===== config.mk =====
export PLATFORM = sky130hd
export DESIGN_NAME = uart_rx_fifo
export DESIGN_NICKNAME = d
export VERILOG_FILES = /design/src/rtl/uart_rx_pkg.sv /design/src/rtl/rx_byte_fifo.sv /design/src/rtl/uart_rx_fifo.sv
export SDC_FILE = /design/constraint.sdc
export NUM_CORES = 1
export LEC_CHECK = 0
export ABC_AREA = 0
export CORE_MARGIN = 2
export CORE_UTILIZATION = 55
export CTS_CLUSTER_SIZE = 16
export DETAILED_ROUTE_END_ITERATION = 10
export DONT_BUFFER_PORTS = 1
export HOLD_SLACK_MARGIN = 0.03
export PLACE_DENSITY_LB_ADDON = 0.1
export SETUP_SLACK_MARGIN = 0.5
export SYNTH_ARGS = -nofsm -noshare
export SYNTH_HDL_FRONTEND = slang
export SYNTH_SLANG_ARGS = --single-unit

===== constraint.sdc =====
create_clock -name clk -period 3.63 [get_ports clk]
set_input_delay 0.5445 -clock clk [delete_from_list [all_inputs] [get_ports clk]]
set_output_delay 0.5445 -clock clk [all_outputs]
set_load 0.02 [all_outputs]

===== src/rtl/uart_rx_pkg.sv =====
// Shared types and constants for the UART receive front end.
package uart_rx_pkg;

  typedef enum logic [2:0] {
    StIdle,
    StStart,
    StData,
    StStop,
    StBreak
  } rx_state_t;

  localparam int unsigned MIN_PRESCALE     = 4;
  // 48 MHz / 115200 baud
  localparam int unsigned DEFAULT_PRESCALE = 416;

endpackage


===== src/rtl/rx_byte_fifo.sv =====
// First-word fall-through FIFO buffering received characters.
// Simultaneous push and pop both take effect, including when full.
module rx_byte_fifo #(
  parameter int unsigned DATA_WIDTH = 8,
  parameter int unsigned DEPTH      = 8
) (
  input  logic                     clk,
  input  logic                     rst,
  input  logic                     push,
  input  logic [DATA_WIDTH-1:0]    data_in,
  input  logic                     pop,
  output logic [DATA_WIDTH-1:0]    data_out,
  output logic [$clog2(DEPTH):0]   level,
  output logic                     full,
  output logic                     empty
);

  localparam int unsigned AW = $clog2(DEPTH);

  logic [DATA_WIDTH-1:0] mem_q [DEPTH];
  logic [AW-1:0]         wr_ptr_q;
  logic [AW-1:0]         rd_ptr_q;
  logic [AW:0]           count_q;
  logic                  do_push;
  logic                  do_pop;

  always_comb begin
    full     = (count_q == (AW + 1)'(DEPTH));
    empty    = (count_q == '0);
    do_pop   = pop && !empty;
    // A pop in the same cycle frees the slot a full FIFO needs
    do_push  = push && (!full || do_pop);
    data_out = empty ? '0 : mem_q[rd_ptr_q];
    level    = count_q;
  end

  always_ff @(posedge clk or posedge rst) begin
    if (rst) begin
      wr_ptr_q <= '0;
      rd_ptr_q <= '0;
      count_q  <= '0;
    end else begin
      if (do_push) wr_ptr_q <= wr_ptr_q + AW'(1);
      if (do_pop)  rd_ptr_q <= rd_ptr_q + AW'(1);
      case ({do_push, do_pop})
        2'b10:   count_q <= count_q + (AW + 1)'(1);
        2'b01:   count_q <= count_q - (AW + 1)'(1);
        default: count_q <= count_q;
      endcase
    end
  end

  always_ff @(posedge clk) begin
    if (do_push) mem_q[wr_ptr_q] <= data_in;
  end

endmodule


===== src/rtl/uart_rx_fifo.sv =====
// 8N1 UART receiver: input synchronizer, oversampling deframer and a byte FIFO
// presented as a stream with single-cycle framing/overrun error pulses.
module uart_rx_fifo
  import uart_rx_pkg::*;
#(
  parameter int unsigned DATA_WIDTH     = 8,
  parameter int unsigned FIFO_DEPTH     = 8,
  parameter int unsigned PRESCALE_WIDTH = 16
) (
  input  logic                          clk,
  input  logic                          rst,
  input  logic [PRESCALE_WIDTH-1:0]     prescale,
  input  logic                          rxd,
  output logic [DATA_WIDTH-1:0]         m_axis_tdata,
  output logic                          m_axis_tvalid,
  input  logic                          m_axis_tready,
  output logic [$clog2(FIFO_DEPTH):0]   fifo_level,
  output logic                          busy,
  output logic                          frame_error,
  output logic                          overrun_error
);

  localparam int unsigned PW    = PRESCALE_WIDTH;
  localparam int unsigned IDX_W = $clog2(DATA_WIDTH);

  logic                  rxd_meta_q;
  logic                  rxd_s_q;
  rx_state_t             state_q;
  logic [PW-1:0]         cnt_q;
  logic [PW-1:0]         pre_q;
  logic [IDX_W-1:0]      bit_idx_q;
  logic [DATA_WIDTH-1:0] shreg_q;
  logic                  frame_error_q;
  logic                  overrun_q;

  logic [PW-1:0]         eff_prescale;
  logic                  stop_ok;
  logic                  fifo_full;
  logic                  fifo_empty;

  always_ff @(posedge clk or posedge rst) begin
    if (rst) begin
      rxd_meta_q <= 1'b1;
      rxd_s_q    <= 1'b1;
    end else begin
      rxd_meta_q <= rxd;
      rxd_s_q    <= rxd_meta_q;
    end
  end

  always_comb begin
    eff_prescale = (prescale < PW'(MIN_PRESCALE)) ? PW'(MIN_PRESCALE) : prescale;
    // Good stop bit: the byte is offered to the FIFO on this same edge
    stop_ok      = (state_q == StStop) && (cnt_q == '0) && rxd_s_q;
  end

  always_ff @(posedge clk or posedge rst) begin
    if (rst) begin
      state_q       <= StIdle;
      cnt_q         <= '0;
      pre_q         <= '0;
      bit_idx_q     <= '0;
      shreg_q       <= '0;
      frame_error_q <= 1'b0;
      overrun_q     <= 1'b0;
    end else begin
      frame_error_q <= 1'b0;
      overrun_q     <= 1'b0;
      case (state_q)
        StIdle: begin
          if (!rxd_s_q) begin
            state_q <= StStart;
            pre_q   <= eff_prescale;
            cnt_q   <= (eff_prescale >> 1) - PW'(1);
          end
        end
        StStart: begin
          if (cnt_q == '0) begin
            if (rxd_s_q) begin
              state_q <= StIdle;
            end else begin
              state_q   <= StData;
              cnt_q     <= pre_q - PW'(1);
              bit_idx_q <= '0;
            end
          end else begin
            cnt_q <= cnt_q - PW'(1);
          end
        end
        StData: begin
          if (cnt_q == '0) begin
            shreg_q[bit_idx_q] <= rxd_s_q;
            cnt_q              <= pre_q - PW'(1);
            if (bit_idx_q == IDX_W'(DATA_WIDTH - 1)) begin
              state_q <= StStop;
            end else begin
              bit_idx_q <= bit_idx_q + IDX_W'(1);
            end
          end else begin
            cnt_q <= cnt_q - PW'(1);
          end
        end
        StStop: begin
          if (cnt_q == '0) begin
            if (rxd_s_q) begin
              state_q   <= StIdle;
              overrun_q <= fifo_full && !m_axis_tready;
            end else begin
              state_q       <= StBreak;
              frame_error_q <= 1'b1;
            end
          end else begin
            cnt_q <= cnt_q - PW'(1);
          end
        end
        StBreak: begin
          if (rxd_s_q) state_q <= StIdle;
        end
        default: state_q <= StIdle;
      endcase
    end
  end

  rx_byte_fifo #(
    .DATA_WIDTH (DATA_WIDTH),
    .DEPTH      (FIFO_DEPTH)
  ) u_fifo (
    .clk      (clk),
    .rst      (rst),
    .push     (stop_ok),
    .data_in  (shreg_q),
    .pop      (m_axis_tready),
    .data_out (m_axis_tdata),
    .level    (fifo_level),
    .full     (fifo_full),
    .empty    (fifo_empty)
  );

  always_comb begin
    m_axis_tvalid = !fifo_empty;
    busy          = (state_q != StIdle);
    frame_error   = frame_error_q;
    overrun_error = overrun_q;
  end

endmodule

## After elaboration in Yosys (flattened, before gate mapping)

Memory sizes are Yosys's and may differ from the RTL's.
Index checks and enable logic that the tools add are counted.

- Register bits after elaboration: 60
- Latch bits: 0
- Memory bits (writable): 64
- ROM bits: 0
- Input port bits: 20
- Output and inout bits: 16
- Word-level logic and storage cells: 99
- Memories: 1

- Add/sub/neg operators: 8
- Multipliers: 0
- Divide/modulo/power cells: 0
- Magnitude comparators: 3
- Equality and inequality tests: 18
- Shift-type cells: 0
- Multiplexer cells: 34
- Bitwise gates (word level): 1
- Reductions and logical operators: 22

Memories:

| memory | depth | width | rd ports | clocked after Yosys merged registers in | write ports | line | source |
|---|---|---|---|---|---|---|---|
| u_fifo.mem_q | 8 | 8 | 1 | 0 | 1 | rx_byte_fifo.sv:20 | `logic [DATA_WIDTH-1:0] mem_q [DEPTH];` |

Operators by type and width:

| kind | number |
|---|---|
| $mux 16 | 6 |
| $pmux 16 s4 | 1 |
| $mux 3 | 11 |
| $sub 16x1->16 const B | 2 |
| $logic_not 16->1 | 1 |
| $lt 16x3->1 const B | 1 |
| $ne 2x2->1 const B | 8 |
| $sub 15x1->16 const B | 1 |
| $pmux 3 s5 | 1 |
| $add 3x1->3 const B | 3 |
| $mux 1 | 9 |
| $bwmux 8 | 1 |
| $mux 8 | 1 |
| $pmux 4 s2 | 1 |
| $eq 3x2->1 const B | 2 |
| $eq 3x3->1 const B | 2 |
| $logic_and 1x1->1 | 6 |
| $pmux 3 s2 | 1 |
| $reduce_and 6->1 | 1 |
| $reduce_and 5->1 | 1 |
| $add 4x1->4 const B | 1 |
| $eq 4x4->1 const B | 1 |
| $logic_not 4->1 | 1 |
| $lt 3x4->1 const B | 1 |
| 18 further kinds | 22 |

## Logic depth before layout (Yosys ltp)

Gate-level depths: netlist (run 1).

- Word-level depth: 7
- Mapped depth: 14
- Gate-level depth less buffers: 13

## Cells and area by module

From an unflattened synthesis (run 1), not the netlist that was laid out.

- Cell total of the unflattened synthesis: 515
- Area total of the unflattened synthesis: 6,248.5 um^2

By module, submodules not included:

| module | times used | cells an instance | area each (um^2) | seq. area each (um^2) |
|---|---|---|---|---|
| uart_rx_fifo | 1 | 342 | 3,145.5 | 1,253.7 |
| rx_byte_fifo | 1 | 173 | 3,103.0 | 2,172.1 |

## Worst setup path after synthesis (run 1)

Ideal clock, no wire load.

- Path type: input to register
- Start point: in prescale[13]
- End point: reg cnt_q[12]
- Setup time: 0.137 ns
- Data arrival time: 2.969 ns
- Slack: 0.523 ns
- Stages: 11
- Path through: or4_4 > or3_1 > nor4_4 > nand2b_1 > ha_1 > nor4b_1 > nand3_1 > xor2_1 > o32ai_1 > a31oi_1 > o22ai_1

- Longest elaborated chain between the ends: 5

Ends and longest elaborated chain:

| element | line | source |
|---|---|---|
| from (decl) | uart_rx_fifo.sv:12 | `input logic [PRESCALE_WIDTH-1:0] prescale,` |
| $lt 16x3->1 | uart_rx_fifo.sv:52 | `eff_prescale = (prescale < PW'(MIN_PRESCALE)) ? PW'(MIN_PRESCALE) : prescale;` |
| $mux 16 (*) | uart_rx_fifo.sv:52 |  |
| $sub 15x1->16 (*) | uart_rx_fifo.sv:74 | `cnt_q <= (eff_prescale >> 1) - PW'(1);` |
| $mux 16 (*) | uart_rx_fifo.sv:71 | `if (!rxd_s_q) begin` |
| $pmux 16 s4 (*) | uart_rx_fifo.sv:69 | `case (state_q)` |
| to (signal assigned) | uart_rx_fifo.sv:74 |  |
| to (signal assigned) | uart_rx_fifo.sv:83 | `cnt_q <= pre_q - PW'(1);` |
| to (signal assigned) | uart_rx_fifo.sv:87 | `cnt_q <= cnt_q - PW'(1);` |
| to (decl) | uart_rx_fifo.sv:29 | `logic [PW-1:0] cnt_q;` |

Every way passes the cells marked *; elsewhere a longest branch is shown, timed or not. The select of a mux whose other input is x is not followed.
A chain may end at the register's enable or synchronous reset.

## Worst setup path in the final report (run 1)

- Start point: reg cnt_q[9]
- End point: reg u_fifo.count_q[3] (netlist: u_fifo.level[3])

- Longest elaborated chain between the ends: 6
- Elaborated cells on any way between the ends: 8
- Those cells by class: 2 x eq/ne; 1 x mux; 5 x reduce/logical

Ends and longest elaborated chain:

| element | line | source |
|---|---|---|
| $logic_not 16->1 (*) | uart_rx_fifo.sv:54 | `stop_ok = (state_q == StStop) && (cnt_q == '0) && rxd_s_q;` |
| $logic_and 1x1->1 (*) (2 in a row) | uart_rx_fifo.sv:54 |  |
| $logic_and 1x1->1 (*) | rx_byte_fifo.sv:32 | `do_push = push && (!full \|\| do_pop);` |
| $eq 2x1->1 or $eq 2x2->1 (tied branches) | rx_byte_fifo.sv:45 | `case ({do_push, do_pop})` |
| $pmux 4 s2 or $reduce_bool 2->1 (tied branches) | - |  |
| to (signal assigned) | rx_byte_fifo.sv:46 | `2'b10: count_q <= count_q + (AW + 1)'(1);` |
| to (signal assigned) | rx_byte_fifo.sv:47 | `2'b01: count_q <= count_q - (AW + 1)'(1);` |
| to (signal assigned) | rx_byte_fifo.sv:48 | `default: count_q <= count_q;` |
| to (decl) | rx_byte_fifo.sv:23 | `logic [AW:0] count_q;` |

Every way passes the cells marked *; elsewhere a longest branch is shown, timed or not.

==> results of run 1 <==
-- flip-flops by register name (all words and copies together) (netlist names), 3 cells and up --
| name | cells |
|---|---|
| bit_idx_q | 3 |
| cnt_q | 16 |
| pre_q | 16 |
| shreg_q | 8 |
| state_q | 3 |
| u_fifo.level | 4 |
| u_fifo.mem_q | 64 |
| u_fifo.rd_ptr_q | 3 |
| u_fifo.wr_ptr_q | 3 |
-- cell type report --
| class | count | share of cell area [%] |
|---|---|---|
| clock buffers | 18 | 6.06 |
| clock inverters | 14 | 2.05 |
| inverters | 13 | 0.689 |
| multi-input cells | 386 | 38.5 |
| flip-flops and latches | 124 | 48.4 |
| well taps | 143 | 2.53 |
| repair buffers | 17 | 1.80 |
-- where the power goes --
group	internal (mW)	leakage (nW)	total (mW)	switching, mW
logic	0.382	1.12	0.800	0.418
clock network	1.01	0.279	1.63	0.619
registers	1.58	1.45	1.82	0.233
total	2.98	2.84	4.25	1.27
-- worst reg2reg max path: stages (launching register included) --
cell and delay (ns):
dfrtp_1 0.48, nor4_4 0.37, and4_1 0.37, nand2_2 0.12, nor2_2 0.26, inv_1 0.07, ha_1 0.23, ha_1 0.29
a21o_1 0.17, a21oi_1 0.16, xnor2_1 0.13, nor2_1 0.06, xor2_1 0.14
-- path summary, 6_finish.rpt --
| check | from | endpoint | slack (ns) | cells past startpoint |
|---|---|---|---|---|
| max | cnt_q[9] | u_fifo.level[3] | 0.65 | 12 |
| max reg2reg | cnt_q[9] | u_fifo.level[3] | 0.65 | 12 |
| min | rxd | rxd_meta_q | 0.13 | 0 |
| max in group asynchronous | rst | cnt_q[10] | 2.62 | 2 |
| min in group asynchronous | rst | pre_q[12] | 0.19 | 1 |
| min reg2reg | rxd_meta_q | rxd_s_q | 0.36 | 0 |
-- cells by family (layout without fill, tap and decap cells) --
kind of cell / after synthesis / count (layout) / synth area share (%)
flops: 124 / 124 / 54.5
mux: 37 / 37 / 9.27
fa+ha+maj: 12 / 12 / 2.51
buf+inv: 39 / 62 / 2.61
compound gates: 80 / 80 / 7.96
xor+xnor: 35 / 35 / 4.87
simple gates: 222 / 222 / 18.3
-- cell usage in the layout (no fill, tap or decap), types with 12 or more instances in the layout --
master,n
mux4_2,16
inv_1,12
edfxtp_1,64
a21oi_1,17
buf_4,17
nand2_1,76
o21ai_1,12
nor2_1,52
xor2_1,19
clkbuf_16,17
o21ai_0,13
nor3_1,20
dfrtp_1,58
xnor2_1,16
-- synthesized netlist by cell type, drive strengths merged (4+ instances only) --
master and n:
a21oi 18, a31oi 6, buf 11, clkbuf 15, dfrtp 58, edfxtp 64, ha 11, inv 13
mux2 10, mux2i 11, mux4 16, nand2 77, nand2b 7, nand3 9, nand3b 7, nor2 53
nor3 22, nor3b 9, nor4 12, o21ai 25, o22ai 8, or2 4, or3 8, or4 4
xnor2 16, xor2 19
-- layer usage --
| metal | share of wire (%) | routed length (um) |
|---|---|---|
| met4 | 2.9 | 382 |
| met1 | 41 | 5390 |
| met3 | 4.0 | 530 |
| met2 | 52 | 6910 |
| met5 | 0 | 0 |
-- through the flow --
step,setup slack (ns),util (%),area [um2]
2_1_floorplan,0.523,-,6290
3_3_place_gp,0.258,57.6,6490
3_5_place_dp,0.197,57.6,6490
4_1_cts,0.568,62.7,7060
5_1_grt,0.444,62.8,7080
6_report,0.647,62.8,7080
==> impl_metrics.json, run 1 <==
{
  "drive_gt1_share_pct": 16.1,
  "ys_seq_area_share_pct": 54.5,
  "ys_types": 64,
  "hp-class": "in -> reg",
  "yosys_warnings": 0,
  "fill_cells": 904,
  "wire_per_inst_um": 18.5,
  "seq_area_um2": 3430,
  "crit_family": "simple AND/OR/NAND/NOR gates",
  "synth-edff-count": 64,
  "synth_area_per_cell_um2": 11.5,
  "power_density_nw_per_um2": 600,
  "wirelength_um": 13200,
  "fin_setup_tns_ns": 0,
  "timing.final.crit_share_pct": 82.2,
  "cts_tree": "yes",
  "final_nets": 591,
  "stdcell_count": 715,
  "rsz0062_at_grt": "true",
  "io_buffers": 0,
  "crit_path_cell_trace": "nor4_4, and4_1, nand2_2, nor2_2, inv_1, ha_1, ha_1, a21o_1, a21oi_1, xnor2_1, nor2_1, xor2_1",
  "overflow": 0,
  "track_usage_pct": 23.1,
  "start_util_pct": 55.8,
  "cts_max_path_buffers": 2,
  "numCtsBuffers": 17,
  "end_kind": "register",
  "clk-insertion-delay-late_ns": 0.42,
  "die_w_um": 111,
  "grtUsageMet3_pct": 6.12,
  "num_antenna_cells": 0,
  "tightest_slew_ns": 0.873,
  "hpwlAfterDp_um": 9450,
  "multi_input_area_um2": 2720,
  "relSlewSlack_pct": 41.7,
  "fp.dieH_um": 111,
  "global_route.usage.met1_pct": 28.1,
  "met2_usage_pct": 38.9,
  "fin_skew_ns": 0.0129,
  "fp.coreArea_um2": 11300,
  "placementRows": 39,
  "syn_nets": 581,
  "grt_pass1_vias": 4224,
  "critPathMaxStageDelay_ns": 0.48,
  "synth_top_cell_by_area": "edfxtp_1",
  "path_class": "reg -> reg",
  "die_area_um2": 12300,
  "path_max_fanout": 8,
  "clock-sinks": 124,
  "post-cts-setup-buffers": 0,
  "cts_resized": 0,
  "critPathLaunchType": "register",
  "syn_to_final_growth_pct": 12.6,
  "cpMaxStageDelayCell": "dfrtp_1",
  "htreeDepth": 4,
  "vias_per_cell": 5.92,
  "final.min_clock_period_ns": 2.98,
  "crit_path_frequent_cell": "ha_1",
  "ant_nets": 0,
  "drt_iter0_markers": 285,
  "cp.arrival_ns": 3.27,
  "clkSlewWorstSetupHoldPaths_ns": 0.06,
  "syn_area_um2": 6290,
  "drc": 0,
  "crit_required_ns": 3.92,
  "ys.flop_type": "edfxtp_1",
  "path_buf_inv": 1,
  "firstDrtPassIters": 4,
  "netlist.area_leader.share_pct": 30.6,
  "peakVddDrop_uv": 467,
  "hold_ws_ns": 0.128,
  "routed-via-count": 4234,
  "gp_congestion": 0.905,
  "cts_hold_buf": 0,
  "fmax_ghz": 0.335,
  "cts_root_buf": "clkbuf_16",
  "gr-max-usage-layer": "met2",
  "syn_inst": 549,
  "ios": 36,
  "synth_area_leaders": "edfxtp_1, dfrtp_1, mux4_2",
  "hold_viol_final": 0,
  "dp_cells": 683,
  "p_leak_nw": 2.84,
  "grt_max_degree": 42,
  "status": "finished, final reports clean",
  "setup-violations-final": 0,
  "ys_ff_latch": 124,
  "grt_pass1_wl_um": 21800,
  "ys_async_sr_fraction_pct": 48.4,
  "power_mw": 4.25,
  "finalMaxSlewViolations": 0,
  "antenna_found_initial": 0,
  "drv_cap": 0
}
Power figures use the tool's default switching activity.
==> run 2, diff against run 1 <==
Settings changed: ABC_AREA 0 to 1.
Clock period 3.63 ns to 2.9 ns, I/O delays scaled along.
==> run 2 against run 1 <==
Sequential power is 40% higher. Routed wire length is 34% higher. Final cell count is 45% higher. Flip-flop and latch count stayed put. Clock skew is 0.0065 ns lower. Die area is 7.0% higher. Combinational power grew to 4.7 times the previous value. First-iteration DRC count is 62% higher. Synthesized cell count is 50% higher. Critical path type unchanged.
==> impl_metrics.json, run 2 <==
{
  "drc": 0,
  "cts_root_buf": "clkbuf_16",
  "p_sw_mw": 3.46,
  "rsz0062_at_grt": "true",
  "syn_to_final_growth_pct": 19.8,
  "clkSlewWorstSetupHoldPaths_ns": 0.06,
  "finalMaxSlewViolations": 0,
  "pre_cts_slack_ns": 0.278,
  "synth_common_cells": "nand2_1, nor2_1, o21ai_0, inv_1, edfxtp_1",
  "seq_power_share_pct": 29.5,
  "fin_skew_ns": 0.00636,
  "die_w_um": 115,
  "start_util_pct": 56.2,
  "vias_per_cell": 5.53,
  "syn_inst": 822,
  "final_cell_mix": "nand2_1, nor2_1, inv_1",
  "r2r-end": "u_fifo.level[3]",
  "hp-class": "in -> reg",
  "layout_commonest_cell": "nand2_1",
  "grt_pass1_vias": 5592,
  "power_density_nw_per_um2": 1060,
  "tightest_slew_ns": 0.571,
  "synth_area_leaders": "edfxtp_1, dfrtp_1, nand2_1",
  "cts_tree": "yes",
  "fp.dieH_um": 115,
  "ys.flop_type": "edfxtp_1",
  "netlist.area_leader.share_pct": 28.5,
  "pwr-share-clk_pct": 27.0,
  "placed_cell_area_um2": 7130,
  "synth_area_per_cell_um2": 8.21,
  "syn_area_um2": 6750,
  "hold_viol_final": 0,
  "numCtsBuffers": 17,
  "r2r_cells": 15,
  "ys_types": 42,
  "drt_iter0_markers": 463,
  "wire_per_inst_um": 17.0,
  "placementRows": 40,
  "ys_seq_area_share_pct": 50.8,
  "gp_congestion": 0.943,
  "synth_top_cell_by_area": "edfxtp_1",
  "yosys_warnings": 0,
  "r2r_start": "cnt_q[3]",
  "track_usage_pct": 28.0,
  "final_area_um2": 8080,
  "die_area_um2": 13200,
  "p_leak_nw": 3.48,
  "hpwlAfterDp_um": 12500,
  "comb_power_share_pct": 43.5,
  "io_buffers": 0,
  "syn_nets": 854,
  "ant_nets": 0,
  "routed-via-count": 5727,
  "hp-start": "prescale[15]",
  "overflow": 0,
  "max_flop_register": "u_fifo.mem_q",
  "critPathLaunchType": "register",
  "grt_pass1_wl_um": 27900,
  "fill_cells": 1008,
  "final.min_clock_period_ns": 2.55,
  "sw_frac_of_total_pct": 40.2,
  "timing.final.crit_share_pct": 87.8,
  "setup_ws_ns": 0.354,
  "setup-violations-final": 0,
  "reg_top3": "u_fifo.mem_q x64, cnt_q x16, pre_q x16",
  "num_antenna_cells": 0,
  "relSlewSlack_pct": 61.9,
  "fin_setup_tns_ns": 0,
  "clock-sinks": 124,
  "final_nets": 907,
  "end_kind": "register",
  "fp.coreArea_um2": 12000,
  "synth-edff-count": 64,
  "largest_register_ffs": 64,
  "min_to": "pre_q[15]",
  "status": "finished, final reports clean",
  "path_max_fanout": 4,
  "ys_async_sr_fraction_pct": 48.4,
  "wirelength_um": 17600,
  "fmax_ghz": 0.393,
  "drv_cap": 0,
  "htreeDepth": 4,
  "min_delay_path_depth": 2,
  "cts_max_path_buffers": 2,
  "cp.arrival_ns": 2.85,
  "synth_most_common_cell": "nand2_1",
  "crit_required_ns": 3.20,
  "clk-insertion-delay-late_ns": 0.42,
  "power.internal_mw": 5.14,
  "grt_max_degree": 52,
  "power_mw": 8.60,
  "r2r_setup_slack_ns": 0.35,
  "ios": 36,
  "antenna_found_initial": 0,
  "ys_ff_latch": 124,
  "path_class": "reg -> reg",
  "drive_gt1_share_pct": 15.0,
  "firstDrtPassIters": 5,
  "peakVddDrop_uv": 480
}
==> run 2: cell types whose count changed in the layout (fill, tap and decap cells not counted), sizes merged, moves of 10 or more <==
cell   previous run  this run
inv              15        78
nand2            77       185
mux2             10         0
xnor2            16         6
o21ai            25        81
nand3             9        60
mux4             16         0
mux2i            11         0
nor2             53       160
nor4             12         0
buf              17        50
==> run 2: metal layers <==
metal / vias up / part of all wire (%) / global-route usage (%)
met5: - / 0 / 0
li1: 2825 / - / -
met4: 0 / 3.6 / 12.4
met1: 2706 / 41 / 32.1
met3: 45 / 4.1 / 5.75
met2: 151 / 52 / 50.7
==> run 2: layout make-up <==
type	instances	area (um2)	share of cell area [%]
Tap cell	147	184	2.28
Clock buffer	21	460	5.70
Sequential cell	124	3430	42.5
Clock inverter	11	191	2.37
Timing Repair Buffer	52	458	5.67
Inverter	82	320	3.96
Timing Repair inverter	2	12.5	0.155
Multi-Input combinational cell	596	3020	37.4
==> run 2: how the worst max path moves through the flow <==
stage / from / endpoint / slack (ns) / cells past startpoint
floorplan: cnt_q[0] / u_fifo.level[3] / 0.41 / 16
global placement: cnt_q[0] / u_fifo.level[3] / 0.34 / 16
detailed placement: cnt_q[0] / u_fifo.level[3] / 0.28 / 16
CTS: cnt_q[2] / u_fifo.level[3] / 0.45 / 15
global route: cnt_q[12] / u_fifo.level[3] / 0.25 / 15
finish: cnt_q[3] / u_fifo.level[3] / 0.35 / 15
==> run 2: logic make-up (layout without fill, tap and decap cells) <==
family,after synthesis,count (layout),share of synthesized area [%]
fa+ha+maj,12,12,2.34
compound gates,125,125,10.1
simple gates,433,433,27.4
flops,124,124,50.8
buf+inv,102,168,5.97
xor+xnor,26,26,3.38
==> run 2: worst max-delay path, stage by stage (launching register included) <==
cell and delay [ns]:
dfrtp_1 0.42, nor2_4 0.19, nand2_4 0.09, nor2_4 0.14
nand4_4 0.13, nor3_4 0.24, inv_2 0.08, ha_4 0.18
ha_4 0.23, nand2_2 0.06, nor2_1 0.04, a211oi_2 0.24
nor2_1 0.08, nor2_1 0.11, nand2_1 0.06, xor2_1 0.13
==> run 2: timing repair <==
| action | CTS | global route |
|---|---|---|
| setup endpoints to repair | 9 | 11 |
| buffers inserted | 8 | 13 |
| hold buffers | 2 | 0 |
| hold endpoints to repair | 10 | 0 |
| pin swaps | 6 | 13 |
| cloned | 1 | 1 |
| resized for setup | 10 | 24 |
==> run 2: power by group through the flow <==
stage | Combinational (mW) | Clock, mW | Sequential, mW
4_1_cts | 3.49 | 2.35 | 2.51
6_report | 3.74 | 2.33 | 2.54
2_1_floorplan | 2.42 | 0 | 2.45
3_3_place_gp | 3.29 | 0 | 2.50
3_5_place_dp | 3.34 | 0 | 2.52
5_1_grt | 4.14 | 2.43 | 2.58
==> run 2: through the flow <==
stage	util [%]	hold WS [ns]	instances
after floorplan	-	0.345	822
after global placement	59.4	0.256	978
after detailed placement	59.4	0.261	978
after CTS	65.9	0.132	1021
after global routing	67.3	0.146	1035
final	67.3	0.144	1035
